==> src/rtl/pe_conv_pkg.sv <==
// Shared helpers for the convolution processing element.
//   slice_lo : low bit of element idx in a flat vector of w-bit elements
//   clog2_c  : ceil(log2(v)) usable in constant expressions
//   sat_pw   : clamp a wide signed value to PW bits (or pass through when
//              saturation is off; the caller truncates for wrap mode)
//   ovf_pw   : 1 when a wide signed value does not fit in PW signed bits
package pe_conv_pkg;

    // Width of the intermediate used for the range check; the adder tree
    // width (PW + clog2(K+1) + 1) must not exceed it.
    localparam int SAT_W = 64;

    function automatic int slice_lo(input int idx, input int w);
        return idx * w;
    endfunction

    function automatic int clog2_c(input int v);
        int r;
        r = 0;
        while ((1 << r) < v) r++;
        return r;
    endfunction

    function automatic logic signed [SAT_W-1:0] sat_pw(
        input logic signed [SAT_W-1:0] v,
        input int                      pw,
        input bit                      sat
    );
        logic signed [SAT_W-1:0] hi;
        logic signed [SAT_W-1:0] lo;
        hi = (64'sd1 <<< (pw - 1)) - 64'sd1;
        lo = -hi - 64'sd1;
        if (sat && (v > hi)) return hi;
        if (sat && (v < lo)) return lo;
        return v;
    endfunction

    function automatic logic ovf_pw(
        input logic signed [SAT_W-1:0] v,
        input int                      pw
    );
        logic signed [SAT_W-1:0] hi;
        logic signed [SAT_W-1:0] lo;
        hi = (64'sd1 <<< (pw - 1)) - 64'sd1;
        lo = -hi - 64'sd1;
        return (v > hi) || (v < lo);
    endfunction

endpackage

==> src/rtl/pe_conv_row_window.sv <==
// K-tap sliding window of the feature-map stream with fill tracking.
//   clk, rst     : clock, synchronous active-high reset
//   en           : global advance (0 = hold)
//   clr          : line restart, empties the window
//   vld_in, din  : incoming feature sample
//   accept       : sample taken this cycle (en && vld_in && !clr)
//   tap0         : newest stored tap
//   taps_next    : window contents as they will be after this cycle's shift
//   win_ok       : accepted sample completes a full K-sample window
module pe_shift_window
    import pe_conv_pkg::*;
#(
    parameter int K  = 3,
    parameter int DW = 8
) (
    input  logic                 clk,
    input  logic                 rst,
    input  logic                 en,
    input  logic                 clr,
    input  logic                 vld_in,
    input  logic [DW-1:0]        din,
    output logic                 accept,
    output logic [DW-1:0]        tap0,
    output logic [K-1:0][DW-1:0] taps_next,
    output logic                 win_ok
);

    localparam int FW = clog2_c(K + 1);
    // The oldest tap only ever feeds the products through taps_next, so it
    // is never stored: K-1 history registers (at least one, for tap0).
    localparam int HD = (K > 1) ? K - 1 : 1;

    logic [HD-1:0][DW-1:0] hist;
    logic [FW-1:0]         fill;

    assign accept = en && vld_in && !clr;
    assign tap0   = hist[0];
    // fill counts samples before the shift, so K-1 already means "full after".
    assign win_ok = accept && (fill >= FW'(K - 1));

    always_comb begin
        taps_next    = '0;
        taps_next[0] = din;
        for (int i = 1; i < K; i++) taps_next[i] = hist[i-1];
    end

    always_ff @(posedge clk) begin
        if (rst) begin
            hist <= '0;
            fill <= '0;
        end else if (en) begin
            if (clr) begin
                hist <= '0;
                fill <= '0;
            end else if (accept) begin
                hist[0] <= din;
                for (int j = 1; j < HD; j++) hist[j] <= hist[j-1];
                if (fill != FW'(K)) fill <= fill + 1'b1;
            end
        end
    end

endmodule

==> src/rtl/pe_conv_row.sv <==
// Convolution processing element for one row of the systolic array.
// Holds a K-sample sliding window and a stationary K-weight filter, and
// produces psum_in + dot(window, weights) two en-cycles after the sample
// that completes the window.
//   clk, rst             : clock, synchronous active-high reset
//   en                   : global advance; 0 freezes every register
//   clr                  : line restart (window, fill, valids, ovf)
//   w_load, w_in         : weight load, w[i] at bits [i*WW +: WW]
//   w_out, w_out_vld     : weight register to next PE, pulse after a load
//   if_vld_in, if_in     : feature sample in
//   if_out, if_vld_out   : newest tap and accept flag to next PE
//   psum_in              : upstream partial sum, taken with the sample
//   psum_out, psum_vld_out : result
//   ovf                  : sticky overflow, cleared by rst or clr
module pe_conv_row
    import pe_conv_pkg::*;
#(
    parameter int K   = 3,
    parameter int DW  = 8,
    parameter int WW  = 8,
    parameter int PW  = 20,
    parameter bit SAT = 1'b1
) (
    input  logic          clk,
    input  logic          rst,
    input  logic          en,
    input  logic          clr,
    input  logic          w_load,
    input  logic [K*WW-1:0] w_in,
    output logic [K*WW-1:0] w_out,
    output logic          w_out_vld,
    input  logic          if_vld_in,
    input  logic [DW-1:0] if_in,
    output logic [DW-1:0] if_out,
    output logic          if_vld_out,
    input  logic [PW-1:0] psum_in,
    output logic [PW-1:0] psum_out,
    output logic          psum_vld_out,
    output logic          ovf
);

    localparam int PD     = DW + WW;
    localparam int SW     = PW + clog2_c(K + 1) + 1;
    localparam int STAGES = 2;

    if (K < 1) begin : g_bad_k
        $error("pe_conv_row: K must be at least 1");
    end
    if (PW < DW + WW) begin : g_bad_pw
        $error("pe_conv_row: PW must be at least DW+WW");
    end
    if (SW > SAT_W) begin : g_bad_sw
        $error("pe_conv_row: accumulator wider than range-check intermediate");
    end

    logic                 accept;
    logic                 win_ok;
    logic [K-1:0][DW-1:0] taps_next;
    logic [DW-1:0]        tap0;

    logic [K*WW-1:0]      wreg;
    logic [K-1:0][PD-1:0] prod_d;
    logic [K-1:0][PD-1:0] prod_q;
    logic [PW-1:0]        psum_d;
    logic [STAGES:1]      vld_pipe;

    logic signed [SW-1:0]    sum;
    logic signed [SAT_W-1:0] sum_ext;
    logic [PW-1:0]           psum_res;
    logic                    ovf_now;

    pe_shift_window #(
        .K  (K),
        .DW (DW)
    ) u_win (
        .clk       (clk),
        .rst       (rst),
        .en        (en),
        .clr       (clr),
        .vld_in    (if_vld_in),
        .din       (if_in),
        .accept    (accept),
        .tap0      (tap0),
        .taps_next (taps_next),
        .win_ok    (win_ok)
    );

    assign if_out       = tap0;
    assign w_out        = wreg;
    assign psum_vld_out = vld_pipe[STAGES];

    // Products use the register contents before any same-cycle load, so a
    // load coinciding with an accept takes effect from the next accept.
    for (genvar i = 0; i < K; i++) begin : g_mul
        assign prod_d[i] = PD'($signed(taps_next[i])) *
                           PD'($signed(wreg[slice_lo(i, WW) +: WW]));
    end

    // Wide enough that K products plus psum can never wrap before the check.
    always_comb begin
        sum = SW'($signed(psum_d));
        for (int i = 0; i < K; i++) sum = sum + SW'($signed(prod_q[i]));
    end

    assign sum_ext  = SAT_W'(sum);
    assign psum_res = PW'(sat_pw(sum_ext, PW, SAT));
    assign ovf_now  = ovf_pw(sum_ext, PW);

    // Weight register is untouched by clr: weights are stationary per layer.
    always_ff @(posedge clk) begin
        if (rst) begin
            wreg      <= '0;
            w_out_vld <= 1'b0;
        end else if (en) begin
            if (w_load) wreg <= w_in;
            w_out_vld <= w_load;
        end
    end

    always_ff @(posedge clk) begin
        if (rst) begin
            prod_q     <= '0;
            psum_d     <= '0;
            vld_pipe   <= '0;
            if_vld_out <= 1'b0;
            psum_out   <= '0;
            ovf        <= 1'b0;
        end else if (en) begin
            // Stage 1: win_ok already implies accept, and accept is low on clr.
            if_vld_out  <= accept;
            vld_pipe[1] <= win_ok;
            if (accept) begin
                prod_q <= prod_d;
                psum_d <= psum_in;
            end
            // Stage 2: result holds whenever no new valid arrives.
            if (clr) begin
                vld_pipe[2] <= 1'b0;
                ovf         <= 1'b0;
            end else begin
                vld_pipe[2] <= vld_pipe[1];
                if (vld_pipe[1]) begin
                    psum_out <= psum_res;
                    if (ovf_now) ovf <= 1'b1;
                end
            end
        end
    end

endmodule

==> config.mk <==
export PLATFORM = sky130hd
export DESIGN_NAME = pe_conv_row
export DESIGN_NICKNAME = d
export VERILOG_FILES = /design/src/rtl/pe_conv_pkg.sv /design/src/rtl/pe_conv_row_window.sv /design/src/rtl/pe_conv_row.sv
export SDC_FILE = /design/constraint.sdc
export NUM_CORES = 1
export LEC_CHECK = 0
export ABC_AREA = 1
export BUFFER_PORTS_ARGS = -buffer_cell sky130_fd_sc_hd__buf_2
export CORE_ASPECT_RATIO = 1.2
export CORE_UTILIZATION = 40
export DETAILED_ROUTE_END_ITERATION = 16
export SKIP_LAST_GASP = 1
export SLEW_MARGIN = 15
export SYNTH_ARGS = -nofsm -noshare
export SYNTH_HDL_FRONTEND = slang
export SYNTH_SLANG_ARGS = --single-unit
==> constraint.sdc <==
create_clock -name clk -period 5.25 [get_ports clk]
set_clock_uncertainty 0.15 [all_clocks]
set_input_delay 0.2625 -clock clk [delete_from_list [all_inputs] [get_ports clk]]
set_output_delay 0.2625 -clock clk [all_outputs]
set_load 0.05 [all_outputs]
==> out/metrics.cfg, run 1 <==
[place]
dp_cells=2439
gp_congestion=0.866
hpwlAfterDp_mm=28.9
dpl_worst_slack_ns=0.613
port_buffers=113

[global_routing]
grt_antenna_before_repair=0
grt_usage=0.208
grt_pass1_wl_mm=61.4
grt_max_degree=98
grt_pass1_vias=12500
grt_overflow=0

[yosys]
synth-async-reset-ratio=0
netlist-cell-type-count=38
yosys_warnings=0
synth_edf_count=0
synth_top_area_frac=0.273
yosys-top-cells-count=inv_1, nand2_1, fa_1
ys_ff_latch=135
postSynthAreaPerCell_um2=7.58
synth_flop_cell=dfxtp_1
synth-seq-area-share=0.183
synth_top_cell_by_area=fa_1
synth_area_mm2=0.0147
yosysMostFrequentCell=inv_1
synth_area_leaders=fa_1, dfxtp_1, inv_1
synth_nets=2313
syn_inst=1944

[detailed_routing]
via_per_inst=4.73
wire_per_inst_um=14.5
antenna_left=0
vias=11800
drtIter0Drc=478
wl_mm=36.4
drt-pass1-iter-count=5
route.detailed.drc=0

[timing]
min_period_ns=4.67
finalSetupViolations=0
hold_viol=0
max_freq_mhz=214
period_share=0.890
worst_pin_slew_ns=0.900
rsz0062_at_grt=no
relSlewSlack=0.400
setup_tns_ns=0
whs_ns=0.00689
final_max_slew_viol_count=0
timing.final.ws_setup_ns=0.580

[clocking]
clock_path_buffers=2
path_clk_slew_ns=0.07
cts_tree=built
clock_latency_ns=0.45
root_buffer=clkbuf_16
cts_hold_buf=32
numCtsBuffers=17
cts_sinks=135
postCtsSetupBuffers=0
htreeDepth=4
ctsResizeCount=0

[pwr]
finalPower_w=0.00346
vdd_drop_max_uv=224
powerDensity_mw_per_mm2=210
leakagePower_nw=8.98

[setup_path]
ff2ff_path_depth=22
critPathLaunch=w_out[7]$_SDFFE_PP0P_
cp_data_required_time_ns=5.44
cp-end-kind=register
worst-setup-path-type=reg2reg
rr_endpoint=prod_q[13]$_SDFFE_PP0P_
cp_max_fo=9
setup.worst_path.start_class=register
crit_path_end=prod_q[13]$_SDFFE_PP0P_
r2r_slack_ns=0.58
timing.rr.start=w_out[7]$_SDFFE_PP0P_
crit_arrival_ns=4.86

[die]
die_h_um=212
fp.coreArea_mm2=0.0361
core.rowCount=76
start_util=0.408
fp.dieArea_mm2=0.0376
ios=114
die_w_um=177

[cells_and_area]
nFillCells=3667
n_antenna_cell=0
syn_to_final_growth_pct=11.8
layout-drive-gt1-share=0.0993
finalNetCount=2391
final_cells=2503

[outcome]
status=finished, final reports clean

[job]
max-cap-violations=0

[min_path]
hold_path.class=in2reg

## critical path, stage by stage (launching register included)
cell,delay (ns)
dfxtp_1,0.38
inv_1,0.15
or2_2,0.32
fa_1,0.47
fa_1,0.50
inv_1,0.05
fa_1,0.47
inv_1,0.05
fa_1,0.47
inv_1,0.04
ha_1,0.33
nand2_1,0.12
inv_1,0.04
a21oi_1,0.20
o21ai_0,0.16
nand2_1,0.09
nand2_1,0.06
a21oi_1,0.17
inv_1,0.06
nand2_1,0.05
nand3_1,0.09
nand2_1,0.10
inv_1,0.04
## area by class of cell
type	count	area (um2)	area share
Multi-Input combinational cell	1217	9760	0.592
Sequential cell	135	2700	0.164
Inverter	497	1870	0.113
Timing Repair Buffer	154	953	0.0579
Tap cell	468	586	0.0355
Clock buffer	17	425	0.0258
Clock inverter	15	181	0.0110
## worst min-delay path by stage
stage                     cells after the start        startpoint                      to
after global routing                          3          w_in[16]  w_out[16]$_SDFFE_PP0P_
after CTS                                     3          w_in[16]  w_out[16]$_SDFFE_PP0P_
after floorplan                               2        psum_in[0]  psum_d[0]$_SDFFE_PP0P_
after global placement                        2  ovf$_SDFFE_PP0P_        ovf$_SDFFE_PP0P_
after detailed placement                      2  ovf$_SDFFE_PP0P_        ovf$_SDFFE_PP0P_
final                                         3          w_in[16]  w_out[16]$_SDFFE_PP0P_
## stage by stage
step	cell area, um2	utilization
2_1_floorplan	14700	-
3_3_place_gp	15500	0.430
3_5_place_dp	15500	0.430
4_1_cts	16500	0.456
5_1_grt	16500	0.456
6_report	16500	0.456
## flip-flops by register name (all words and copies together) (netlist names)
| signal | count |
|---|---|
| ovf | 1 |
| u_win.fill | 2 |
| w_out_vld | 1 |
| prod_q | 48 |
| psum_d | 20 |
| u_win.tap0 | 8 |
| if_vld_out | 1 |
| psum_out | 20 |
| vld_pipe | 2 |
| w_out | 24 |
| u_win.taps_next | 8 |
## layer usage
layer / up-vias / GRT usage / part of all wire
li1: 5950 / - / -
met1: 5625 / 0.260 / 0.46
met2: 220 / 0.374 / 0.49
met3: 43 / 0.0234 / 0.032
met4: 0 / 0.0618 / 0.020
met5: - / 0 / 0
## cells by family (layout without fill, tap and decap cells)
logic type / Yosys count / in the layout / share of synthesized area
AO/OA/AOI/OAI: 288 / 288 / 0.106
XOR/XNOR: 56 / 56 / 0.0333
AND/OR/NAND/NOR: 562 / 562 / 0.156
flip-flops: 135 / 135 / 0.183
buffers and inverters: 592 / 683 / 0.155
adder cells (fa/ha/maj): 311 / 311 / 0.366
## where the power goes
part	leakage, nW	switching (W)	internal (W)
Sequential	1.10	0.0000541	0.00107
Clock	0.293	0.000561	0.000721
Combinational	7.59	0.000670	0.000389
Total	8.98	0.00128	0.00218
## cell usage in the layout (no fill, tap or decap), types with 11 or more instances in the layout
cell type	netlist	final
xnor2_1	26	26
fa_1	201	201
dfxtp_1	135	135
dlygate4sd3_1	0	32
o21ai_0	113	113
nand3_1	40	40
ha_1	110	110
clkbuf_16	0	17
inv_1	493	492
buf_2	0	113
xor2_1	30	30
nor2_1	87	86
a21oi_2	11	11
a21oi_1	133	133
nand2_1	386	386
or2_2	21	21
(Power assumes the default switching activity.)
==> run 2: changes to the inputs <==
PLACE_DENSITY = 0.53   (was unset)
SYNTH_HIERARCHICAL = 1   (was unset)
==> run 2 against run 1 <==
Net effect: global-route usage increased by 0.074 points; critical path type unchanged; largest power group unchanged; combinational power decreased by 9%; worst hold slack improved by 0.017 ns; die area increased by 2.5%; maximum frequency decreased by 1.9%; clock-buffer cell count increased by 1; register-to-register slack got worse by 0.09 ns; via count increased by 2.1%; total power decreased by 6.0%.
==> out/metrics.cfg, run 2 <==
[outcome]
status=finished, final reports clean

[setup_path]
crit_chain=nand2_1, fa_1, fa_1, inv_1, fa_1, inv_1, fa_1, inv_1, ha_1, a21oi_1, nand2_1, nand2_1, nand2_1, a21oi_1, nor2_1, nor2_1, xor2_1, o21ai_0, inv_1
cp_max_fo=11  ; +2
cp-end-kind=register
cp_slowest_stage_delay_ns=0.79  ; +0.29 ns
timing.rr.start=u_win/tap0[3]$_SDFFE_PP0P_
ff2ff_path_depth=19  ; -14%
cp_data_required_time_ns=5.51  ; +0.07 ns
worst-setup-path-type=reg2reg
r2r_slack_ns=0.49  ; -0.09 ns
critPathLaunch=u_win/tap0[3]$_SDFFE_PP0P_
crit_arrival_ns=5.02  ; +0.16 ns
setup.worst_path.start_class=register
cpMaxStageDelayCell=dfxtp_1

[cells_and_area]
layout_commonest_cell=inv_1
final_cells=2572  ; +2.8%
finalInstanceArea_mm2=0.0168  ; +2.1%
largest_register_ff_count=48  ; unchanged
syn_to_final_growth_pct=11.3
top_register=prod_q
layout-drive-gt1-share=0.112  ; +0.0123
n_antenna_cell=0  ; unchanged
layout.cells.most_common_list=inv_1, nand2_1, fa_1
finalNetCount=2454  ; +2.6%

[die]
core.rowCount=77  ; +1.3%
die_w_um=179  ; +1.3%
die_h_um=215  ; +1.3%
ios=114  ; unchanged
start_util=0.409  ; +0.000724
fp.dieArea_mm2=0.0386  ; +2.5%
fp.coreArea_mm2=0.0370  ; +2.4%

[timing]
min_period_ns=4.76  ; +0.0885 ns
finalSetupViolations=0  ; unchanged
hold_viol=0  ; unchanged
setup_tns_ns=0  ; unchanged
worst_pin_slew_ns=0.955  ; +0.0549 ns
period_share=0.906  ; +0.0168
relSlewSlack=0.364  ; -0.0366
final_max_slew_viol_count=0  ; unchanged
max_freq_mhz=210  ; -1.9%
rsz0062_at_grt=no

[global_routing]
grt_pass1_vias=12700  ; +1.4%
grt_antenna_before_repair=0  ; unchanged
grt_max_degree=63  ; -36%
grt_overflow=0  ; unchanged
grt_usage=0.209  ; +0.000743
grt_pass1_wl_mm=63.7  ; +3.8%

[yosys]
synth_edf_count=0  ; unchanged
postSynthAreaPerCell_um2=7.54  ; -0.51%
synth-seq-area-share=0.179  ; -0.00458
ys_ff_latch=135  ; unchanged
netlist-cell-type-count=41  ; +7.9%
yosys_warnings=6  ; +6
synth_area_mm2=0.0151  ; +2.6%
yosysMostFrequentCell=inv_1
synth-async-reset-ratio=0  ; unchanged
syn_inst=2004  ; +3.1%
yosys-top-cells-count=inv_1, nand2_1, fa_1
synth_top_area_frac=0.266  ; -0.00683
synth_flop_cell=dfxtp_1
synth_top_cell_by_area=fa_1
synth_area_leaders=fa_1, dfxtp_1, inv_1
synth_nets=2373  ; +2.6%

[clocking]
path_clk_slew_ns=0.07  ; about the same
cts_sinks=135  ; unchanged
ctsResizeCount=0  ; unchanged
cts_hold_buf=40  ; +25%
htreeDepth=4  ; unchanged
clock_latency_ns=0.47  ; +0.02 ns
root_buffer=clkbuf_16
postCtsSetupBuffers=0  ; unchanged
numCtsBuffers=17  ; unchanged
clock_path_buffers=2  ; unchanged
cts_tree=built

[detailed_routing]
drt-pass1-iter-count=7  ; +2
wire_per_inst_um=14.7  ; +0.85%
wl_mm=37.7  ; +3.6%
via_per_inst=4.70  ; -0.65%
antenna_left=0  ; unchanged
route.detailed.drc=0  ; unchanged
drtIter0Drc=511  ; +6.9%
vias=12100  ; +2.1%

[place]
gp_congestion=0.889  ; +2.6%
dp_cells=2500  ; +2.5%
hpwlAfterDp_mm=30.2  ; +4.2%
port_buffers=113  ; unchanged
postPlaceCellArea_mm2=0.0159  ; +2.1%

[pwr]
powerDensity_mw_per_mm2=193  ; -7.9%
vdd_drop_max_uv=238  ; +6.4%
leakagePower_nw=9.14  ; +1.7%

[job]
max-cap-violations=0  ; unchanged

[min_path]
holdPathStages=3  ; unchanged
hold_path.class=in2reg
min-delay-start=if_in[1]

## run 2: cell count changes after synthesis, moves of 6 or more
cell     change
inv_1       +17
nand3_1     +14
nand2_1      +9
nand2_2     +11
buf_4        +6
a21oi_2      +8
a21oi_1     -13
## run 2: cell type report
class	instances	area (um2)
Clock inverter	14	113
Fill cell	3808	20200
Inverter	513	1930
Timing Repair Buffer	164	1050
Sequential cell	135	2700
Tap cell	474	593
Multi-Input combinational cell	1254	10000
Clock buffer	18	439
## run 2: per-layer routing
layer | global-route usage | share of wire
met4 | 0.0718 | 0.024
met2 | 0.387 | 0.51
met1 | 0.246 | 0.44
met5 | 0 | 0
met3 | 0.0297 | 0.030
## run 2: worst max-delay path: cells and delay by family (launching register included)
kind | cells | cell delay, ns
buffers and inverters | 4 | 0.21
adders and majority gates | 5 | 2.34
xor gates and xnor gates | 1 | 0.17
AOI/OAI and AO/OA | 3 | 0.51
DFF | 1 | 0.79
and+or+nand+nor | 6 | 0.56
## run 2: kinds of logic after synthesis
kind of cell | Yosys count | synth area share
AOI/OAI and AO/OA | 273 | 0.0988
xor gates and xnor gates | 54 | 0.0313
DFF | 135 | 0.179
buffers and inverters | 615 | 0.160
and+or+nand+nor | 616 | 0.174
adders and majority gates | 311 | 0.357
## run 2: final timing paths
check                                             endpoint
worst min-delay path            u_win/tap0[1]$_SDFFE_PP0P_
worst max register to register     prod_q[28]$_SDFFE_PP0P_
worst max-delay path               prod_q[28]$_SDFFE_PP0P_
worst min register to register      w_out_vld$_SDFFE_PP0P_
## run 2: stage by stage
step | utilization | total power, W | hold WS (ns) | setup WS, ns
after floorplan | - | 0.00184 | 0.249 | 0.468
after global placement | 0.429 | 0.00208 | 0.297 | 0.537
after detailed placement | 0.429 | 0.00209 | 0.302 | 0.518
after CTS | 0.455 | 0.00330 | 0.00321 | 0.510
after global routing | 0.455 | 0.00347 | 0.0205 | 0.132
final | 0.455 | 0.00325 | 0.0238 | 0.491
## run 2: where the power goes
part	internal, W	total, W	switching, W
Clock	0.000624	0.00117	0.000549
Combinational	0.000344	0.000968	0.000624
Sequential	0.00106	0.00111	0.0000502
Total	0.00203	0.00325	0.00122
